`src/rtl/reg_scoreboard_if.sv`:
```
// Decode/writeback signal bundle for the register scoreboard.
// master = pipeline control side, slave = scoreboard.
interface reg_scoreboard_if;
    logic        issue_valid;
    logic [4:0]  issue_rd;
    logic        issue_jal;
    logic [4:0]  rs;
    logic [4:0]  rt;
    logic        rs_used;
    logic        rt_used;
    logic        wb_valid;
    logic [4:0]  wb_rd;
    logic        flush;
    logic        stall;
    logic [31:0] busy;
    logic        err;

    modport master (
        output issue_valid, issue_rd, issue_jal, rs, rt, rs_used, rt_used,
        output wb_valid, wb_rd, flush,
        input  stall, busy, err
    );

    modport slave (
        input  issue_valid, issue_rd, issue_jal, rs, rt, rs_used, rt_used,
        input  wb_valid, wb_rd, flush,
        output stall, busy, err
    );
endinterface

```
`src/rtl/reg_scoreboard.sv`:
```
// Per-register in-flight writer counters for the MIPS decode stage; raises a
// zero-latency stall on unforwardable RAW hazards and on counter saturation.
module reg_scoreboard #(
    parameter int unsigned MAX_INFLIGHT = 3,
    parameter bit          WB_BYPASS    = 1'b1
) (
    input logic             clk,
    input logic             reset,
    reg_scoreboard_if.slave sb
);
    localparam logic [1:0] MAX_CNT = 2'(MAX_INFLIGHT);

    logic [1:0]  count_q [32];
    logic [1:0]  count_d [32];
    logic [31:0] busy_q;
    logic [31:0] busy_d;
    logic        err_q;
    logic        err_d;

    logic [4:0]  dst;
    logic        rs_busy;
    logic        rt_busy;
    logic        full_block;
    logic        stall_c;
    logic        accept;

    // Entry 0 is held at zero so r0 reads as never busy without special-casing indices.
    always_comb begin
        dst        = sb.issue_jal ? 5'd31 : sb.issue_rd;
        rs_busy    = (sb.rs != '0) && (count_q[sb.rs] != '0) &&
                     !(WB_BYPASS && sb.wb_valid && (sb.wb_rd == sb.rs) && (count_q[sb.rs] == 2'd1));
        rt_busy    = (sb.rt != '0) && (count_q[sb.rt] != '0) &&
                     !(WB_BYPASS && sb.wb_valid && (sb.wb_rd == sb.rt) && (count_q[sb.rt] == 2'd1));
        full_block = sb.issue_valid && (dst != '0) && (count_q[dst] == MAX_CNT) &&
                     !(sb.wb_valid && (sb.wb_rd == dst));
        stall_c    = (sb.rs_used && rs_busy) || (sb.rt_used && rt_busy) || full_block;
        accept     = sb.issue_valid && !stall_c;
    end

    always_comb begin
        err_d = err_q;
        if (sb.wb_valid && (sb.wb_rd != '0) && (count_q[sb.wb_rd] == '0)) begin
            err_d = 1'b1;
        end
        for (int unsigned r = 0; r < 32; r++) begin
            logic inc;
            logic dec;
            inc        = accept && (dst == 5'(r)) && (r != 0);
            dec        = sb.wb_valid && (sb.wb_rd == 5'(r)) && (count_q[r] != '0);
            count_d[r] = count_q[r];
            if (sb.flush || (r == 0)) begin
                count_d[r] = '0;
            end else if (inc && !dec) begin
                count_d[r] = count_q[r] + 2'd1;
            end else if (dec && !inc) begin
                count_d[r] = count_q[r] - 2'd1;
            end
            busy_d[r] = (count_q[r] != '0);
        end
    end

    // busy is sampled from the current counts, so it trails them by one cycle.
    always_ff @(posedge clk or negedge reset) begin
        if (!reset) begin
            count_q <= '{default: '0};
            busy_q  <= '0;
            err_q   <= 1'b0;
        end else begin
            count_q <= count_d;
            busy_q  <= busy_d;
            err_q   <= err_d;
        end
    end

    assign sb.stall = stall_c;
    assign sb.busy  = busy_q;
    assign sb.err   = err_q;
endmodule

```
`src/flat_wrapper.sv`:
```
// flat-port wrapper written by rule: the top's interface ports become plain ports
module reg_scoreboard_flat 
#(
    parameter int unsigned MAX_INFLIGHT = 3,
    parameter bit          WB_BYPASS    = 1'b1
)
  (clk, reset, sb_issue_valid, sb_issue_rd, sb_issue_jal, sb_rs, sb_rt, sb_rs_used, sb_rt_used, sb_wb_valid, sb_wb_rd, sb_flush, sb_stall, sb_busy, sb_err);
  reg_scoreboard_if sb_i ();
  input logic clk;
  input logic reset;
  input wire logic [$bits(sb_i.issue_valid)-1:0] sb_issue_valid;
  input wire logic [$bits(sb_i.issue_rd)-1:0] sb_issue_rd;
  input wire logic [$bits(sb_i.issue_jal)-1:0] sb_issue_jal;
  input wire logic [$bits(sb_i.rs)-1:0] sb_rs;
  input wire logic [$bits(sb_i.rt)-1:0] sb_rt;
  input wire logic [$bits(sb_i.rs_used)-1:0] sb_rs_used;
  input wire logic [$bits(sb_i.rt_used)-1:0] sb_rt_used;
  input wire logic [$bits(sb_i.wb_valid)-1:0] sb_wb_valid;
  input wire logic [$bits(sb_i.wb_rd)-1:0] sb_wb_rd;
  input wire logic [$bits(sb_i.flush)-1:0] sb_flush;
  output wire logic [$bits(sb_i.stall)-1:0] sb_stall;
  output wire logic [$bits(sb_i.busy)-1:0] sb_busy;
  output wire logic [$bits(sb_i.err)-1:0] sb_err;
  assign sb_i.issue_valid = sb_issue_valid;
  assign sb_i.issue_rd = sb_issue_rd;
  assign sb_i.issue_jal = sb_issue_jal;
  assign sb_i.rs = sb_rs;
  assign sb_i.rt = sb_rt;
  assign sb_i.rs_used = sb_rs_used;
  assign sb_i.rt_used = sb_rt_used;
  assign sb_i.wb_valid = sb_wb_valid;
  assign sb_i.wb_rd = sb_wb_rd;
  assign sb_i.flush = sb_flush;
  assign sb_stall = sb_i.stall;
  assign sb_busy = sb_i.busy;
  assign sb_err = sb_i.err;
  reg_scoreboard #(.MAX_INFLIGHT(MAX_INFLIGHT), .WB_BYPASS(WB_BYPASS)) u_core (.clk(clk), .reset(reset), .sb(sb_i));
endmodule
```
`config.mk`:
```
export PLATFORM = sky130hd
export DESIGN_NAME = reg_scoreboard_flat
export DESIGN_NICKNAME = d
export VERILOG_FILES = /design/src/rtl/reg_scoreboard_if.sv /design/src/rtl/reg_scoreboard.sv /design/src/flat_wrapper.sv
export SDC_FILE = /design/constraint.sdc
export NUM_CORES = 1
export LEC_CHECK = 0
export BUFFER_PORTS_ARGS = -buffer_cell sky130_fd_sc_hd__buf_2
export CORE_ASPECT_RATIO = 1.4
export CORE_UTILIZATION = 50
export DETAILED_ROUTE_END_ITERATION = 6
export GPL_TIMING_DRIVEN = 0
export PLACE_DENSITY = 0.73
export SLEW_MARGIN = 0
export SYNTH_ARGS = -nofsm -noshare
export SYNTH_HDL_FRONTEND = slang
export SYNTH_SLANG_ARGS = --single-unit
```
`constraint.sdc`:
```
create_clock -name clk -period 4.2 [get_ports clk]
set_input_delay 0.84 -clock clk [delete_from_list [all_inputs] [get_ports clk]]
set_output_delay 0.84 -clock clk [all_outputs]
set_load 0.03 [all_outputs]
```
Yosys cells after proc, flatten, opt, wreduce, memory -nomap -nowiden. Cells that the tools add are included.

Bitwise operators: 4. $add $sub $neg: 62. Equal/unequal tests: 68. Muxes and demuxes: 106. Reductions and logical operators: 309. Order comparisons: 4.

Operator list (count): $mux 2 (101); $logic_and 1x1->1 (172); $eq 5x5->1 const B (32); $reduce_bool 3->1 (31); $eq 5x4->1 const B (16); $logic_not 1->1 (66); $reduce_bool 2->1 (33); $add 2x1->2 const B (31); $sub 2x1->2 const B (31); $bmux 2 s5 (4); $eq 5x3->1 const B (8); $ge 6x6->1 const B (4); $not 5->6 (4); $eq 5x2->1 const B (4); $reduce_bool 5->1 (4); $eq 5x5->1 (3); $eq 5x1->1 const B (2); $mux 5 (1); $eq 2x1->1 const B (2); $eq 2x2->1 const B (1); $logic_not 2->1 (1); $logic_or 1x1->1 (2).

Output and inout bits: 34. Logic and storage cells: 586. Register bits: 94. Input port bits: 28.

Longest topological paths before layout.
Word-level depth: 19. Depth in mapped cells: 13. Depth with buffers taken out: 8.

Least setup slack after synthesis. OpenSTA, ideal clock, no wires.

Path type: input to output. Start: in sb_rs[1]. End: out sb_stall. Data arrival time: 2.934 ns. Path slack: 0.426 ns. Stages: 9. Data required time: 3.360 ns. Path buffers: 3. Cells stage by stage: buf_6 > mux2_2 > a221oi_1 > nor2_1 > a2111oi_2 > o32a_1 > clkbuf_1 > buf_2 > nand2_1.

Cells in the longest elaborated chain, start to end: 11. Elaborated cells on any way between the ends: 16. Classes of those cells: 2 x eq/ne; 3 x mux; 1 x bitwise; 10 x reduce/logical.

Ends and longest elaborated chain: from (decl) (line flat_wrapper.sv:14) `input wire logic [$bits(sb_i.rs)-1:0] sb_rs;`; $not 5->6 (not written as such) (line reg_scoreboard.sv:30, reg_scoreboard.sv:31); $bmux 2 s5 (line reg_scoreboard.sv:30, reg_scoreboard.sv:31); $mux 2 (not written as such) (2 in series) (line reg_scoreboard.sv:30, reg_scoreboard.sv:31); $eq 2x1->1 (line reg_scoreboard.sv:31) `!(WB_BYPASS && sb.wb_valid && (sb.wb_rd == sb.rs) && (count_q[sb.rs] == 2'd1));`; $logic_and 1x1->1 (line reg_scoreboard.sv:31); $logic_not 1->1 (line reg_scoreboard.sv:31); $logic_and 1x1->1 * (line reg_scoreboard.sv:30) `rs_busy = (sb.rs != '0) && (count_q[sb.rs] != '0) &&`; $logic_and 1x1->1 * (line reg_scoreboard.sv:36) `stall_c = (sb.rs_used && rs_busy) || (sb.rt_used && rt_busy) || full_block;`; $logic_or 1x1->1 * (2 in series) (line reg_scoreboard.sv:36); to (decl) (line flat_wrapper.sv:21) `output wire logic [$bits(sb_i.stall)-1:0] sb_stall;`.

Mark *: on every way between the ends. The rest lies on a longest branch, timed or not. The select of a mux whose other input is x is not followed.

Worst setup path after layout.
Start: in sb_issue_rd[1]. End: out sb_stall.

Cells in the longest elaborated chain, start to end: 9. Elaborated cells on any way between the ends: 14. Classes of those cells: 2 x eq/ne; 4 x mux; 1 x bitwise; 7 x reduce/logical.

Ends and longest elaborated chain: from (decl) (line flat_wrapper.sv:12) `input wire logic [$bits(sb_i.issue_rd)-1:0] sb_issue_rd;`; $mux 5 * (line reg_scoreboard.sv:29) `dst = sb.issue_jal ? 5'd31 : sb.issue_rd;`; $not 5->6 (not written as such) (line reg_scoreboard.sv:34) `full_block = sb.issue_valid && (dst != '0) && (count_q[dst] == MAX_CNT) &&`; $bmux 2 s5 (line reg_scoreboard.sv:34); $mux 2 (not written as such) (2 in series) (line reg_scoreboard.sv:34); $eq 2x2->1 (line reg_scoreboard.sv:34); $logic_and 1x1->1 (line reg_scoreboard.sv:34); $logic_and 1x1->1 * (line reg_scoreboard.sv:34); $logic_or 1x1->1 * (line reg_scoreboard.sv:36).

Marked as above.

==> metrics.md <==
| Metric | Value |
|---|---|
| Synth cell types | `76` |
| R2R Setup Slk | `0.72 ns` |
| Ports | `62` |
| Antenna cell count | `0` |
| Cell Chain, Critical Path | `buf_2, buf_2, buf_2, mux2i_1, nor2_1, o221ai_1, o22a_1, o32a_1, buf_6, nand2_1, buf_2` |
| Setup WS pre-CTS | `-0.412 ns` |
| Unrepaired setup endpoints after global routing | `false` |
| Fin. Hold Viols | `0` |
| Fin cells | `1084` |
| Antenna violations before repair | `0` |
| Minimum clock period | `4.05 ns` |
| Crit-path slowest cell | `o32a_1` |
| # clock sinks | `94` |
| Synth Area in Compound Gates | `17.4%` |
| EDFF count, synth | `0` |
| Syn Nets | `857` |
| MaxCap Viol Count | `0` |
| Worst skew pair latency | `0.35 ns` |
| Met2 Wirelength | `13200 µm` |
| Final Cycle Share | `96.5%` |
| Largest family of logic cells by synthesized area | `simple AND/OR/NAND/NOR gates` |
| Post-synthesis cell count | `829` |
| Crit path buf inv count | `5` |
| M1 WL | `10700 µm` |
| Synth Area in Adders | `0%` |
| Clock root cell | `clkbuf_16` |
| Post-layout total power | `2.24 mW` |
| Crit path max fanout | `19` |
| Worst hold stages | `1` |
| Routed Antenna Nets | `0` |
| Final WS setup | `0.149 ns` |
| Register-to-Register Path Depth | `10` |
| Max Fclk | `0.247 GHz` |
| Clock transition at path regs | `0.07 ns` |
| Final setup violation count | `0` |
| Clock skew | `0.00765 ns` |
| Switching part of the total | `29.1%` |
| PortBufs | `51` |
| Worst Tran Pin Value | `1.10 ns` |
| Hold EP | `u_core.sb.err$_DFFE_PN0P_` |
| Area of the multi-input gates | `4700 µm²` |
| Max-slew violation count | `0` |
| CTS Buffer Depth | `2` |
| Worst vdd ir | `0.233 mV` |
| CTS Hold Bufs | `0` |
| Leakage | `3.49 nW` |
| Synth Register Bits | `94` |
| Share of the yosys chip area belonging to registers | `31.8%` |
| Sequential share of power | `40.8%` |
| DRC | `0` |
| Logic pwr share | `16.8%` |
| Post-synthesis simple-gate area fraction | `29.0%` |
| First-pass GRT wire length | `44200 µm` |
| FP Rows | `52` |
| Worst R2R Start | `u_core.count_q[30]$_DFFE_PN0P_` |
| Highest metal layer with signal wires | `met4` |
| CTS buffer count | `9` |
| Syn Std Cell Area | `7400 µm²` |
| Setup bufs post-CTS | `0` |
| Status | `complete, no violations` |
| Normalized max-slew margin | `26.1%` |
| Worst Hold Launch | `u_core.sb.err$_DFFE_PN0P_` |
| Worst min path class | `flop to flop` |
| Core area | `14400 µm²` |
| GR Util All Layers | `38.8%` |
| P_sw | `0.653 mW` |
| Routed wl met3 | `3010 µm` |
| Worst setup EP type | `output pin` |
| Pwr dens | `271 nW/µm²` |
| GR Overflow Total | `0` |
| Vias in the first global route | `7409` |
| Die X | `105 µm` |
| CP arrival | `3.21 ns` |
| Register area | `2350 µm²` |
| Top cell by count, worst path | `buf_2` |
| Most common cell after layout, fill and taps aside | `dfrtp_1` |
| Routed WL | `29100 µm` |
| Via/cell ratio | `7.04` |
| Xor/xnor share of the synthesized area | `1.89%` |
| R2r endpoint | `u_core.count_q[61]$_DFFE_PN0P_` |
| Post-synth ARST share | `100%` |
| DRT iter0 DRCs | `753` |
| Die Y-Extent | `146 µm` |
| Layout Nets | `918` |
| Most frequent cells in the layout | `94 x dfrtp_1, 80 x nand2_1, 69 x buf_2` |
| Layout cell share with drive strength beyond 1 | `20.9%` |
| CP top delay family | `buffers and inverters` |
| CP max stage delay | `0.33 ns` |
| Prevailing post-synth register cell | `dfrtp_1` |
| Avg Cell Area, Syn | `8.92 µm²` |
| FILL cells | `1352` |
| Total number of vias | `7631` |
| Crit path kind | `input pin to output pin` |
| Placer Congestion | `0.997` |
| Detailed-placement wirelength estimate | `21300 µm` |
| CP Launch Type | `input pin` |
| Clock power share | `42.3%` |
| Wire length per cell | `26.8 µm` |
| DR pass1 iterations | `6` |
| Design area | `8280 µm²` |
| Int Pwr | `1.59 mW` |
| Cell Area, Placed | `7920 µm²` |
| CTS tree | `built` |
| Yosys warning count | `0` |
| Layout area overhead | `11.9%` |
| Mux contribution to synthesized area | `14.9%` |
| Initial Util | `51.2%` |
| H-tree Lvls | `3` |
| Pin count of the biggest net entering global routing | `51` |
| Worst path required time | `3.36 ns` |
| Die area | `15300 µm²` |
| # placed instances | `1070` |
-- per-stage QoR --
| stage | hold WS (ns) | TNS [ns] | util, % |
|---|---|---|---|
| finish | 0.472 | 0 | 57.3 |
| detailed placement | 0.466 | -0.412 | 54.8 |
| global placement | 0.434 | -0.439 | 54.6 |
| CTS | 0.478 | 0 | 57.3 |
| floorplan | 0.515 | 0 | - |
| global route | 0.494 | 0 | 57.3 |
-- power groups by stage --
stage / Combinational, mW / Clock, mW / Sequential, mW
after global placement: 0.358 / 0 / 0.933
after floorplan: 0.215 / 0 / 0.936
after CTS: 0.365 / 0.954 / 0.915
after detailed placement: 0.363 / 0 / 0.933
after global routing: 0.394 / 0.987 / 0.916
final: 0.378 / 0.950 / 0.916
-- how the worst max path moves through the flow --
stage / startpoint / end / cells past startpoint
floorplan: sb_rs[1] / sb_stall / 9
global placement: sb_issue_jal / sb_stall / 12
detailed placement: sb_issue_jal / sb_stall / 12
CTS: sb_issue_jal / sb_stall / 11
global route: sb_issue_jal / sb_stall / 11
finish: sb_issue_rd[1] / sb_stall / 11
-- flip-flops by register name, indices dropped and copies added, names as in the netlist --
signal and flops:
u_core.count_q 62, u_core.sb.busy 31, u_core.sb.err 1
-- synthesized netlist by cell type (9+ instances only) --
library cell | count | area [µm²]
nor3_1 | 41 | 205
nand4_1 | 18 | 113
nand2_1 | 80 | 300
dfrtp_1 | 94 | 2350
a21oi_1 | 55 | 275
clkbuf_1 | 31 | 116
buf_2 | 20 | 100
or4_1 | 19 | 143
xnor2_1 | 9 | 78.8
and2_1 | 11 | 68.8
nand2b_1 | 14 | 87.6
o211ai_1 | 21 | 158
nor4_1 | 11 | 68.8
and3_1 | 14 | 87.6
mux2_2 | 17 | 191
nor2b_1 | 12 | 75.1
and4_1 | 11 | 96.3
or2_2 | 28 | 175
nor2_1 | 42 | 158
o21ai_0 | 25 | 125
nand3_1 | 47 | 235
mux2i_1 | 23 | 230
inv_1 | 13 | 48.8
mux4_2 | 28 | 631
nor3b_1 | 17 | 128
-- per-layer routing --
layer	GRT usage, %	up-vias
met5	0	-
met4	28.1	0
met3	7.34	133
met2	60.2	534
met1	48.4	3670
li1	-	3294
-- cell families (layout without fill, tap and decap cells) --
| logic type | after synthesis | after routing |
|---|---|---|
| other | 1 | 1 |
| flip-flops | 94 | 94 |
| AO/OA/AOI/OAI | 185 | 185 |
| multiplexers | 70 | 70 |
| XOR/XNOR | 16 | 16 |
| buffers and inverters | 76 | 142 |
| AND/OR/NAND/NOR | 387 | 387 |
-- final cells by class --
| cell class | instances | share of cell area [%] |
|---|---|---|
| Buffer | 60 | 3.76 |
| Clock buffer | 12 | 3.22 |
| Clock inverter | 4 | 0.937 |
| Inverter | 14 | 0.635 |
| Multi-Input combinational cell | 659 | 56.7 |
| Sequential cell | 94 | 28.4 |
| Tap cell | 189 | 2.86 |
| Timing Repair Buffer | 52 | 3.45 |
-- timing repair --
| item | 4_1_cts | 5_1_grt |
|---|---|---|
| gates cloned | 0 | 0 |
| setup endpoints to repair | 1 | 1 |
| gates resized for setup | 5 | 6 |
(Power assumes the default switching activity.)
